$ cat config.mk
export PLATFORM = sky130hd
export DESIGN_NAME = clock_enable_gen_flat
export DESIGN_NICKNAME = d
export VERILOG_FILES = /design/src/rtl/clock_enable_gen_if.sv /design/src/rtl/clock_enable_gen.sv /design/src/flat_wrapper.sv
export SDC_FILE = /design/constraint.sdc
export NUM_CORES = 1
export LEC_CHECK = 0
export ABC_CLOCK_PERIOD_IN_PS = 8100
export BUFFER_PORTS_ARGS = -buffer_cell sky130_fd_sc_hd__buf_4
export CORE_MARGIN = 4
export CORE_UTILIZATION = 40
export CTS_CLUSTER_DIAMETER = 80
export DETAILED_ROUTE_END_ITERATION = 7
export GPL_ROUTABILITY_DRIVEN = 1
export PLACE_DENSITY_LB_ADDON = 0.3
export SETUP_SLACK_MARGIN = 0.3
export SLEW_MARGIN = 40
export SYNTH_ARGS = -nofsm -noshare
export SYNTH_HDL_FRONTEND = slang
export SYNTH_SLANG_ARGS = --single-unit
$ cat constraint.sdc
create_clock -name clk -period 8.1 [get_ports clk]
set_input_delay 0.81 -clock clk [delete_from_list [all_inputs] [get_ports clk]]
set_output_delay 0.81 -clock clk [all_outputs]
set_load 0.01 [all_outputs]
$ cat src/rtl/clock_enable_gen_if.sv
// Control and strobe bundle for clock_enable_gen. The master drives run, sync
// and divisor-write controls. The slave returns per-channel tick, square and pending flags.
interface clock_enable_gen_if #(
  parameter int N_CH  = 4,
  parameter int DIV_W = 8,
  parameter int SEL_W = (N_CH > 1) ? $clog2(N_CH) : 1
);
  logic             en_i;
  logic             sync_i;
  logic             cfg_we_i;
  logic [SEL_W-1:0] cfg_sel_i;
  logic [DIV_W-1:0] cfg_div_i;
  logic [N_CH-1:0]  tick_o;
  logic [N_CH-1:0]  sq_o;
  logic [N_CH-1:0]  pend_o;

  modport master (
    output en_i, sync_i, cfg_we_i, cfg_sel_i, cfg_div_i,
    input  tick_o, sq_o, pend_o
  );

  modport slave (
    input  en_i, sync_i, cfg_we_i, cfg_sel_i, cfg_div_i,
    output tick_o, sq_o, pend_o
  );
endinterface

$ cat src/rtl/clock_enable_gen.sv
// Multi-channel clock-enable generator: per-channel divisor, one-cycle tick,
// registered square wave, and glitch-free divisor changes that take effect at period boundaries.
module clock_enable_gen #(
  parameter int N_CH        = 4,
  parameter int DIV_W       = 8,
  parameter int DEFAULT_DIV = 4
) (
  input  logic               clk,
  input  logic               rst_n,
  clock_enable_gen_if.slave  bus
);
  localparam int SEL_W = (N_CH > 1) ? $clog2(N_CH) : 1;

  wire logic [N_CH-1:0] w_tick;
  wire logic [N_CH-1:0] w_sq;
  wire logic [N_CH-1:0] w_pend;

  for (genvar g = 0; g < N_CH; g++) begin : g_ch
    logic [DIV_W-1:0] r_div, r_cnt, r_pend;
    logic             r_pv, r_tick, r_sq;

    logic [DIV_W-1:0] w_div_nxt, w_cnt_nxt, w_pend_nxt, w_new, w_tgt;
    logic             w_pv_nxt, w_tick_nxt, w_sq_nxt;
    logic             w_wr, w_zero, w_wrap;

    // Selects outside 0..N_CH-1 match no channel, so those writes are dropped.
    assign w_wr   = bus.cfg_we_i && (bus.cfg_sel_i == SEL_W'(g));
    // A write landing on an apply edge bypasses the pending register.
    assign w_new  = w_wr ? bus.cfg_div_i : r_pend;
    assign w_zero = (r_div == '0);
    assign w_wrap = !w_zero && (r_cnt == r_div - 1'b1);

    always_comb begin
      // NOTE: every output of this block gets a default first, so no path can infer a latch.
      w_div_nxt  = r_div;
      w_cnt_nxt  = r_cnt;
      w_pend_nxt = w_new;
      w_pv_nxt   = r_pv | w_wr;
      w_tick_nxt = 1'b0;
      w_sq_nxt   = r_sq;
      w_tgt      = r_div;

      if (w_zero && r_pv) begin
        // Disabled channel adopts its pending divisor regardless of en_i.
        w_div_nxt = w_new;
        w_cnt_nxt = '0;
        w_pv_nxt  = 1'b0;
        w_sq_nxt  = bus.en_i && ((w_new >> 1) != '0);
      end else if (bus.en_i) begin
        if (bus.sync_i) begin
          if (r_pv) begin
            w_tgt     = w_new;
            w_div_nxt = w_new;
            w_pv_nxt  = 1'b0;
          end
          w_cnt_nxt = '0;
          w_sq_nxt  = ((w_tgt >> 1) != '0);
        end else if (w_zero) begin
          w_cnt_nxt = '0;
          w_sq_nxt  = 1'b0;
        end else if (w_wrap && r_pv) begin
          w_div_nxt  = w_new;
          w_cnt_nxt  = '0;
          w_pv_nxt   = 1'b0;
          w_tick_nxt = 1'b1;
          w_sq_nxt   = ((w_new >> 1) != '0);
        end else begin
          w_cnt_nxt  = w_wrap ? '0 : r_cnt + 1'b1;
          w_tick_nxt = w_wrap;
          w_sq_nxt   = (w_cnt_nxt < (r_div >> 1));
        end
      end
    end

    always_ff @(posedge clk or negedge rst_n) begin
      if (!rst_n) begin
        r_div  <= DIV_W'(DEFAULT_DIV);
        r_cnt  <= '0;
        r_pend <= '0;
        r_pv   <= 1'b0;
        r_tick <= 1'b0;
        r_sq   <= 1'b0;
      end else begin
        // NOTE: non-blocking assignments keep every channel register sampling pre-edge values.
        r_div  <= w_div_nxt;
        r_cnt  <= w_cnt_nxt;
        r_pend <= w_pend_nxt;
        r_pv   <= w_pv_nxt;
        r_tick <= w_tick_nxt;
        r_sq   <= w_sq_nxt;
      end
    end

    assign w_tick[g] = r_tick;
    assign w_sq[g]   = r_sq;
    assign w_pend[g] = r_pv;
  end

  assign bus.tick_o = w_tick;
  assign bus.sq_o   = w_sq;
  assign bus.pend_o = w_pend;
endmodule

$ cat src/flat_wrapper.sv
// flat-port wrapper written by rule: the top's interface ports become plain ports
module clock_enable_gen_flat 
#(
  parameter int N_CH        = 4,
  parameter int DIV_W       = 8,
  parameter int DEFAULT_DIV = 4
)
  (clk, rst_n, bus_en_i, bus_sync_i, bus_cfg_we_i, bus_cfg_sel_i, bus_cfg_div_i, bus_tick_o, bus_sq_o, bus_pend_o);
  clock_enable_gen_if #(.N_CH(N_CH), .DIV_W(DIV_W)) bus_i ();
  input  logic clk;
  input  logic rst_n;
  input wire logic [$bits(bus_i.en_i)-1:0] bus_en_i;
  input wire logic [$bits(bus_i.sync_i)-1:0] bus_sync_i;
  input wire logic [$bits(bus_i.cfg_we_i)-1:0] bus_cfg_we_i;
  input wire logic [$bits(bus_i.cfg_sel_i)-1:0] bus_cfg_sel_i;
  input wire logic [$bits(bus_i.cfg_div_i)-1:0] bus_cfg_div_i;
  output wire logic [$bits(bus_i.tick_o)-1:0] bus_tick_o;
  output wire logic [$bits(bus_i.sq_o)-1:0] bus_sq_o;
  output wire logic [$bits(bus_i.pend_o)-1:0] bus_pend_o;
  assign bus_i.en_i = bus_en_i;
  assign bus_i.sync_i = bus_sync_i;
  assign bus_i.cfg_we_i = bus_cfg_we_i;
  assign bus_i.cfg_sel_i = bus_cfg_sel_i;
  assign bus_i.cfg_div_i = bus_cfg_div_i;
  assign bus_tick_o = bus_i.tick_o;
  assign bus_sq_o = bus_i.sq_o;
  assign bus_pend_o = bus_i.pend_o;
  clock_enable_gen #(.N_CH(N_CH), .DIV_W(DIV_W), .DEFAULT_DIV(DEFAULT_DIV)) u_core (.clk(clk), .rst_n(rst_n), .bus(bus_i));
endmodule
-- Word-level counts from Yosys, hierarchy flattened
Index checks and enable logic that the tools add are counted.
- register bits after elaboration: 108
- input port bits: 15
- output and inout bits: 12
- $add $sub $neg: 8
- order comparisons: 4
- equal/unequal tests: 11
- mux-type cells: 128
- bitwise operators: 4
- reductions and logical operators: 49
- operators with widths (operator ; count):
    two-way mux 8 bit ; 64
    two-way mux 1 bit ; 64
    nonzero test 8 bit ; 8
    adder 8 x 1 -> 8 bit, second input constant ; 4
    == test 8 bit ; 4
    zero test 8 bit ; 4
    < comparator 8 x 7 -> 1 bit ; 4
    subtractor 8 x 1 -> 8 bit, second input constant ; 4
    logical AND 1 bit ; 20
    != test 3 bit, second input constant ; 4
    AND reduction 3 bit ; 4
    nonzero test 3 bit ; 4
    nonzero test 2 bit ; 4
    == test 2 bit, second input constant ; 2
    zero test 1 bit ; 4
    OR 1 bit ; 4
    == test 2 x 1 -> 1 bit, second input constant ; 1
    zero test 2 bit ; 1

-- Depth between registers and ports, before layout
Gate-level depths: netlist (run 1).
- depth after elaboration: 11
- depth in mapped cells: 18
- gate-level depth less buffers: 17

-- Worst setup path before layout (run 1)
OpenSTA, ideal clock, no wires.
- kind: register to register
- start point: register u_core.g_ch[0].r_div[0]
- end point: register u_core.g_ch[0].r_sq
- arrival: 3398 ps
- required time: 8017 ps
- setup slack: 4619 ps
- cell stages (with the launch flop): 17
- buffers on the path: 2
- cell sequence: dfrtp_1 > clkbuf_1 > inv_1 > ha_1 > or4_1 > a21oi_1 > o21ai_0 > a21oi_1 > clkbuf_1 > a21oi_1 > ha_1 > a21o_1 > a211oi_1 > o21ai_0 > o32ai_1 > nor2_1 > o21ai_0
- word-level cells in the longest chain between the ends: 10
- elaborated cells between the ends (all ways): 15
- those cells by class: 1 x add/sub; 1 x order compare; 1 x eq/ne; 6 x mux; 6 x reduce/logical
- ends and longest elaborated chain (element ; line ; text):
    start, declared ; clock_enable_gen.sv:19 ; logic [DIV_W-1:0] r_div, r_cnt, r_pend;
    start signal, assigned ; clock_enable_gen.sv:77 ; r_div <= DIV_W'(DEFAULT_DIV);
    start signal, assigned ; clock_enable_gen.sv:85 ; r_div <= w_div_nxt;
    subtractor 8 x 1 -> 8 bit or zero test 8 bit (tied branches) ; clock_enable_gen.sv:31, clock_enable_gen.sv:30 ;
    == test 8 bit or zero test 1 bit (tied branches) ; clock_enable_gen.sv:31 ; assign w_wrap = !w_zero && (r_cnt == r_div - 1'b1);
    logical AND 1 bit ; clock_enable_gen.sv:31 ;
    two-way mux 8 bit ; clock_enable_gen.sv:68 ; w_cnt_nxt = w_wrap ? '0 : r_cnt + 1'b1;
    < comparator 8 x 7 -> 1 bit ; clock_enable_gen.sv:70 ; w_sq_nxt = (w_cnt_nxt < (r_div >> 1));
    two-way mux 1 bit ; clock_enable_gen.sv:61 ; end else if (w_wrap && r_pv) begin
    two-way mux 1 bit ; clock_enable_gen.sv:58 ; end else if (w_zero) begin
    two-way mux 1 bit ; clock_enable_gen.sv:50 ; if (bus.sync_i) begin
    two-way mux 1 bit ; clock_enable_gen.sv:49 ; end else if (bus.en_i) begin
    two-way mux 1 bit ; clock_enable_gen.sv:43 ; if (w_zero && r_pv) begin
    end signal, assigned ; clock_enable_gen.sv:90 ; r_sq <= w_sq_nxt;
    end, declared ; clock_enable_gen.sv:20 ; logic r_pv, r_tick, r_sq;
Parallel ways exist; a longest one is shown, timed or not. The select of a mux whose other input is x is not followed.
A chain may end at the register's enable or synchronous reset.

-- Worst setup path after layout (run 1)
- start point: register u_core.g_ch[1].r_div[3]
- end point: register u_core.g_ch[1].r_sq
- word-level cells in the longest chain between the ends: 10
- elaborated cells between the ends (all ways): 20
- those cells by class: 1 x add/sub; 1 x order compare; 1 x eq/ne; 10 x mux; 7 x reduce/logical
- ends and longest elaborated chain (element ; line):
    start, declared ; clock_enable_gen.sv:19
    start signal, assigned ; clock_enable_gen.sv:77
    start signal, assigned ; clock_enable_gen.sv:85
    subtractor 8 x 1 -> 8 bit or zero test 8 bit (tied branches) ; clock_enable_gen.sv:31, clock_enable_gen.sv:30
    == test 8 bit or zero test 1 bit (tied branches) ; clock_enable_gen.sv:31
    logical AND 1 bit ; clock_enable_gen.sv:31
    two-way mux 8 bit ; clock_enable_gen.sv:68
    < comparator 8 x 7 -> 1 bit ; clock_enable_gen.sv:70
    two-way mux 1 bit ; clock_enable_gen.sv:61
    two-way mux 1 bit ; clock_enable_gen.sv:58
    two-way mux 1 bit ; clock_enable_gen.sv:50
    two-way mux 1 bit ; clock_enable_gen.sv:49
    two-way mux 1 bit ; clock_enable_gen.sv:43
    end signal, assigned ; clock_enable_gen.sv:90
    end, declared ; clock_enable_gen.sv:20
Parallel ways exist; a longest one is shown, timed or not. The select of a mux whose other input is x is not followed.

==> impl_metrics.yaml, run 1 <==
status:
  status: "finished, final reports clean"
die:
  row_count: 48
  fp.dieW_microns: 140
  die_h_microns: 140
  io_pins: 27
  die_area_sq_um: 19700
  fp.coreArea_sq_um: 17200
  start_util: 0.406
place:
  io_buffers: 26
  place.gp.congestion: 0.878
  dp_hpwl_mm: 11.4
grt:
  grt_usage: 0.160
  grt_max_degree: 56
  grt_antenna_before_repair: 1
  grt_pass1_vias: 5084
  grt_pass1_wl_mm: 26.1
  grt_overflow: 0
worst_setup_path:
  critPathMaxFanout: 18
  end_kind: "flop"
  critical_path.startpoint: "u_core.g_ch[1].r_div[3]"
  crit_type: "flop to flop"
  worstRegToRegCells: 12
  start_kind: "flop"
  critPathRequiredTime_ns: 8.34
  timing.rr.start: "u_core.g_ch[1].r_div[3]"
  path_cells: "or4_1 -> nor3_1 -> o211ai_1 -> a211oi_4 -> nor2_1 -> ha_1 -> o21a_1 -> o21ai_0 -> a211o_1 -> o211ai_1 -> o21ai_0 -> a221o_1"
  arrival_ns: 4.01
  reg2reg_to: "u_core.g_ch[1].r_sq"
  crit_slowest_cell: "a211oi_4"
  r2r_setup_slack_ns: 4.33
  crit_end: "u_core.g_ch[1].r_sq"
  cpPeakStageDelay_ns: 0.65
layout:
  diodes: 0
  fillers: 1638
  fin_nets: 786
  fin_util: 0.440
  syn_to_final_growth_pct: 8.18
  final_layout_size_suffix_gt1_frac: 0.150
logic_synthesis:
  synth_compound_area_frac: 0.157
  syn_avg_cell_area_sq_um: 9.40
  ys_ff_latch: 108
  synth.area.mux_share: 0.0870
  ys_types: 71
  synth_warnings: 0
  synth-edff-count: 0
  ys_seq_area_frac: 0.387
  synth_async_sr_flop_share: 1.00
  synth_top_family_by_area: "simple AND/OR/NAND/NOR gates"
  syn-cell-area_sq_um: 7000
  synth_adder_area_share: 0.0643
  synth_xor_area_frac: 0.0700
  syn-num-nets: 796
  synthSimpleGateAreaFrac: 0.173
  ys.flop_type: "dfrtp_1"
  netlist_instances: 745
clock_tree:
  clock-sinks: 108
  clock_path_buffers: 2
  cts_max_level: 3
  cts_tree: "done"
  cts-resized-gates: 0
  cts_buffers: 9
  insertion_delay_ns: 0.36
  cts.hold.buffers_added: 0
  cts_setup_buffers: 0
  clk_pin_slew_worst_paths_ns: 0.08
  cts_root_buf: "clkbuf_16"
power:
  peakVddDrop_v: 0.000125
  p_leak_nw: 3.41
  power-per-cell-area_nw_per_um2: 289
sta:
  finalCriticalPeriod_ns: 3.77
  final.setup.tns_ns: 0
  slew-limit-headroom: 0.449
  hold_viol_final: 0
  clock_skew_ns: 0.00804
  fmax_ghz: 0.265
  maxSlewViolCount: 0
  worst_pin_slew_ns: 0.822
  setup_viol: 0
  rsz0062_at_grt: "no"
  finalCritPeriodShare: 0.465
drt:
  drtPass1Iterations: 5
  wl_per_cell_microns: 16.0
  first_iter_violations: 391
  vias: 5298
  ant_nets: 0
  wirelength_mm: 15.4
  drc: 0
  viasPerCell: 5.49
run:
  max_cap_viol_count: 0
hold_path:
  hold_class: "input port to async pin"
metrics by stage:
stage	hold WS, ns	setup WS, ns	cell area (sq um)	instances	total power, W
6_report	0.474	4.33	7580	965	0.00219
2_1_floorplan	0.451	4.62	7000	745	0.00153
5_1_grt	0.528	4.03	7580	965	0.00237
3_5_place_dp	0.487	4.21	7260	949	0.00172
4_1_cts	0.504	4.18	7570	965	0.00220
3_3_place_gp	0.480	4.28	7240	949	0.00171
worst min path at each step:
| stage | slack (ns) | end | depth (start not counted) | startpoint |
|---|---|---|---|---|
| after floorplan | 0.45 | u_core.g_ch[0].r_sq | 2 | u_core.g_ch[0].r_sq |
| after global placement | 0.48 | u_core.g_ch[2].r_pend[0] | 1 | u_core.g_ch[2].r_pend[0] |
| after detailed placement | 0.49 | u_core.g_ch[3].r_pend[0] | 1 | u_core.g_ch[3].r_pend[0] |
| after CTS | 0.50 | u_core.g_ch[2].r_pend[0] | 1 | u_core.g_ch[2].r_pend[0] |
| after global routing | 0.53 | u_core.g_ch[3].r_pend[0] | 1 | u_core.g_ch[3].r_pend[0] |
| final | 0.47 | u_core.g_ch[2].r_cnt[0] | 1 | rst_n |
per-layer routing:
layer,GRT usage,vias to the layer above,part of all wire
met5,0,-,0.00071
met4,0.0474,2,0.017
met3,0.0352,23,0.037
met2,0.247,80,0.45
met1,0.227,2570,0.49
li1,-,2623,-
critical path: cells and delay by family (launching register included):
family / cells / cell delay, ns
AO/OA/AOI/OAI: 8 / 1.89
flip-flops: 1 / 0.47
adder cells (fa/ha/maj): 1 / 0.33
AND/OR/NAND/NOR: 3 / 0.96
cell families (layout without fill, tap and decap cells):
group | Yosys count | in the layout
AND/OR/NAND/NOR | 228 | 228
XOR/XNOR | 56 | 56
multiplexers | 54 | 54
adder cells (fa/ha/maj) | 36 | 36
buffers and inverters | 96 | 91
flip-flops | 108 | 108
AO/OA/AOI/OAI | 167 | 167
synthesized netlist by cell type (6+ instances only):
library cell,number,area (sq um)
ha_1,36,450
nand2b_1,16,100
mux2i_1,11,110
a21oi_1,55,275
nor4_1,9,56.3
nand4_1,10,62.6
or3_1,10,62.6
inv_1,47,176
buf_4,14,105
nor2b_1,8,50.1
a21o_1,11,82.6
a211oi_1,6,45.0
nor3_1,12,60.1
nand2_1,37,139
xor2_1,19,166
o211ai_1,6,45.0
dfrtp_1,104,2600
and3_1,19,119
a22o_1,7,61.3
clkbuf_1,30,113
mux2_2,38,428
nor2_1,51,191
a31oi_1,12,75.1
nand3_1,28,140
o21ai_0,27,135
xnor2_1,37,324
registers in the layout, indices dropped and copies added (netlist names):
name and flops:
u_core.g_ch.r_tick 4, u_core.g_ch.r_pv 4, u_core.g_ch.r_div 32, u_core.g_ch.r_sq 4, u_core.g_ch.r_cnt 32, u_core.g_ch.r_pend 32
area by class of cell:
class / instances / area [sq um] / area share
tap: 225 / 282 / 0.0372
multi-input combinational: 541 / 3890 / 0.514
inverter: 47 / 176 / 0.0233
clock inverter: 7 / 82.6 / 0.0109
sequential: 108 / 2710 / 0.357
timing repair buffer: 28 / 210 / 0.0277
clock buffer: 9 / 225 / 0.0297
power by group:
part           switching, W  total [W]  internal [W]
clock network      0.000220   0.000465      0.000245
registers          0.000182   0.000862      0.000680
logic              0.000451   0.000862      0.000411
placed cells by master, fill, tap and decap left out, drive strengths merged, types with 28 or more instances in the layout:
cell	Yosys	layout
ha	36	36
xnor2	37	37
nor2	51	51
inv	47	50
a21oi	55	55
nand2	37	37
dfrtp	104	104
o21ai	29	29
nand3	28	28
buf	19	28
mux2	43	43
No activity file was read; power rests on OpenSTA's default activity.
==> run 2: changes to the inputs <==
Settings changed: ABC_CLOCK_PERIOD_IN_PS 8100 to 3860.
Clock period 8.1 ns to 3.86 ns, I/O delays scaled along.
==> run 2 against run 1 <==
Net effect:
- wire length rose by 2.1%
- clock power is 130% higher
- non-clock buffer count rose by 13
- clock skew grew 0.0027 ns
- sequential power is 110% higher
- largest cell class unchanged
- register-to-register slack lost 3.9 ns
- largest power group is now combinational cells
- combinational power up 120%
- highest routed layer is now met4
- global-route usage increased by 0.25 points
==> impl_metrics.yaml, run 2 (same netlist as run 1, synthesis figures left out) <==
grt:
  grt_overflow: 0
  grt_antenna_before_repair: 0
  grt_usage: 0.163
  grt_max_degree: 71
  grt_pass1_vias: 5184
  grt_pass1_wl_mm: 26.5
layout:
  final_cell_mix: "dfrtp_1, a21oi_1, nor2_1, inv_1, buf_4"
  final_cells: 978
  final_layout_size_suffix_gt1_frac: 0.177
  final_common_cell: "dfrtp_1"
  reg_top3: "u_core.g_ch.r_cnt: 32 flops, u_core.g_ch.r_div: 32 flops, u_core.g_ch.r_pend: 32 flops"
  fin_util: 0.450
  fin_nets: 799
  diodes: 0
  syn_to_final_growth_pct: 10.7
  fillers: 1620
sta:
  finalCriticalPeriod_ns: 3.44
  clock_skew_ns: 0.0107
  fmax_ghz: 0.291
  hold_ws_ns: 0.0196
  final.setup.tns_ns: 0
  finalCritPeriodShare: 0.892
  rsz0062_at_grt: "yes"
  postLayoutSetupSlackWorst_ns: 0.419
  setup_viol: 0
  hold_viol_final: 0
  worst_pin_slew_ns: 0.739
  maxSlewViolCount: 0
  slew-limit-headroom: 0.505
clock_tree:
  cts_root_buf: "clkbuf_16"
  insertion_delay_ns: 0.35
  clock-sinks: 108
  cts_max_level: 3
  cts_buffers: 9
  clock_path_buffers: 2
  clk_pin_slew_worst_paths_ns: 0.07
  cts_tree: "done"
  cts.hold.buffers_added: 0
die:
  die_area_sq_um: 19700
  io_pins: 27
  start_util: 0.406
  die_h_microns: 140
  fp.coreArea_sq_um: 17200
  fp.dieW_microns: 140
  row_count: 48
place:
  dp_slack_ns: 0.407
  place_inst: 957
  io_buffers: 26
  dp_hpwl_mm: 11.5
  place.gp.congestion: 0.846
worst_setup_path:
  path_cells: "inv_2 -> ha_2 -> xor2_2 -> o31ai_1 -> nand4_1 -> a211oi_2 -> buf_4 -> nor2_1 -> ha_1 -> and4_1 -> a21oi_2 -> a21boi_1 -> nor4_2 -> o211ai_1 -> mux2_2 -> a21oi_1"
  end_kind: "flop"
  crit_slowest_cell: "dfrtp_1"
  critical_path.top_delay_family: "compound AO/OA/AOI/OAI gates"
  critPathRequiredTime_ns: 4.14
  crit_buf_inv: 2
  critPathMaxFanout: 6
  start_kind: "flop"
  arrival_ns: 3.72
  crit_type: "flop to flop"
  cpPeakStageDelay_ns: 0.41
hold_path:
  hold_class: "input port to async pin"
power:
  power-per-cell-area_nw_per_um2: 617
  peakVddDrop_v: 0.000266
  p_leak_nw: 3.49
run:
  max_cap_viol_count: 0
drt:
  wl_per_cell_microns: 16.1
  first_iter_violations: 281
  wirelength_mm: 15.8
  ant_nets: 0
  drtPass1Iterations: 5
  drc: 0
  vias: 5290
  viasPerCell: 5.41
status:
  status: "finished, final reports clean"
## run 2: through the flow
step	instance area (sq um)	total power, W
6_report	7750	0.00478
5_1_grt	7750	0.00515
4_1_cts	7650	0.00474
3_5_place_dp	7310	0.00363
3_3_place_gp	7300	0.00362
2_1_floorplan	7000	0.00321
## run 2: worst reg2reg max path, cell delays in order, from the launching register on
cell and delay, ns:
dfrtp_1 0.41, inv_2 0.08, ha_2 0.20, xor2_2 0.19
o31ai_1 0.24, nand4_1 0.14, a211oi_2 0.21, buf_4 0.17
nor2_1 0.05, ha_1 0.30, and4_1 0.24, a21oi_2 0.13
a21boi_1 0.08, nor4_2 0.35, o211ai_1 0.14, mux2_2 0.28
a21oi_1 0.15
## run 2: area by class of cell
cell class	instances	area [sq um]	area share
flip-flops and latches	108	2710	0.350
inverters	47	176	0.0228
repair buffers	41	312	0.0402
well taps	225	282	0.0363
multi-input cells	541	3930	0.507
clock inverters	4	97.6	0.0126
clock buffers	12	246	0.0318
## run 2: worst paths after layout
kind / startpoint / to / slack [ns] / cells past startpoint
setup / recovery: u_core.g_ch[3].r_div[1] / u_core.g_ch[3].r_sq / 0.42 / 16
setup reg to reg: u_core.g_ch[3].r_div[1] / u_core.g_ch[3].r_sq / 0.42 / 16
hold / removal: rst_n / u_core.g_ch[2].r_cnt[5] / 0.02 / 1
min in group clk: bus_cfg_div_i[0] / u_core.g_ch[1].r_pend[0] / 0.34 / 2
hold reg to reg: u_core.g_ch[2].r_pend[0] / u_core.g_ch[2].r_pend[0] / 0.50 / 1
max in group asynchronous: rst_n / u_core.g_ch[3].r_div[2] / 3.03 / 2
## run 2: power breakdown
part,switching (W),internal [W]
Clock,0.000430,0.000653
Sequential,0.000379,0.00143
Combinational,0.000979,0.000909
## run 2: metal layers
| layer | track usage | share of wire | up-vias | routed length, microns |
|---|---|---|---|---|
| met5 | 0 | 0 | - | 0 |
| met4 | 0.0571 | 0.020 | 0 | 318 |
| met3 | 0.0215 | 0.029 | 21 | 462 |
| met2 | 0.255 | 0.46 | 86 | 7170 |
| met1 | 0.233 | 0.50 | 2535 | 7810 |
| li1 | - | - | 2648 | - |
## run 2: what timing repair did
action,4_1_cts,5_1_grt
setup buffers,0,5
gates resized for setup,0,17
endpoints found under the setup margin,0,4
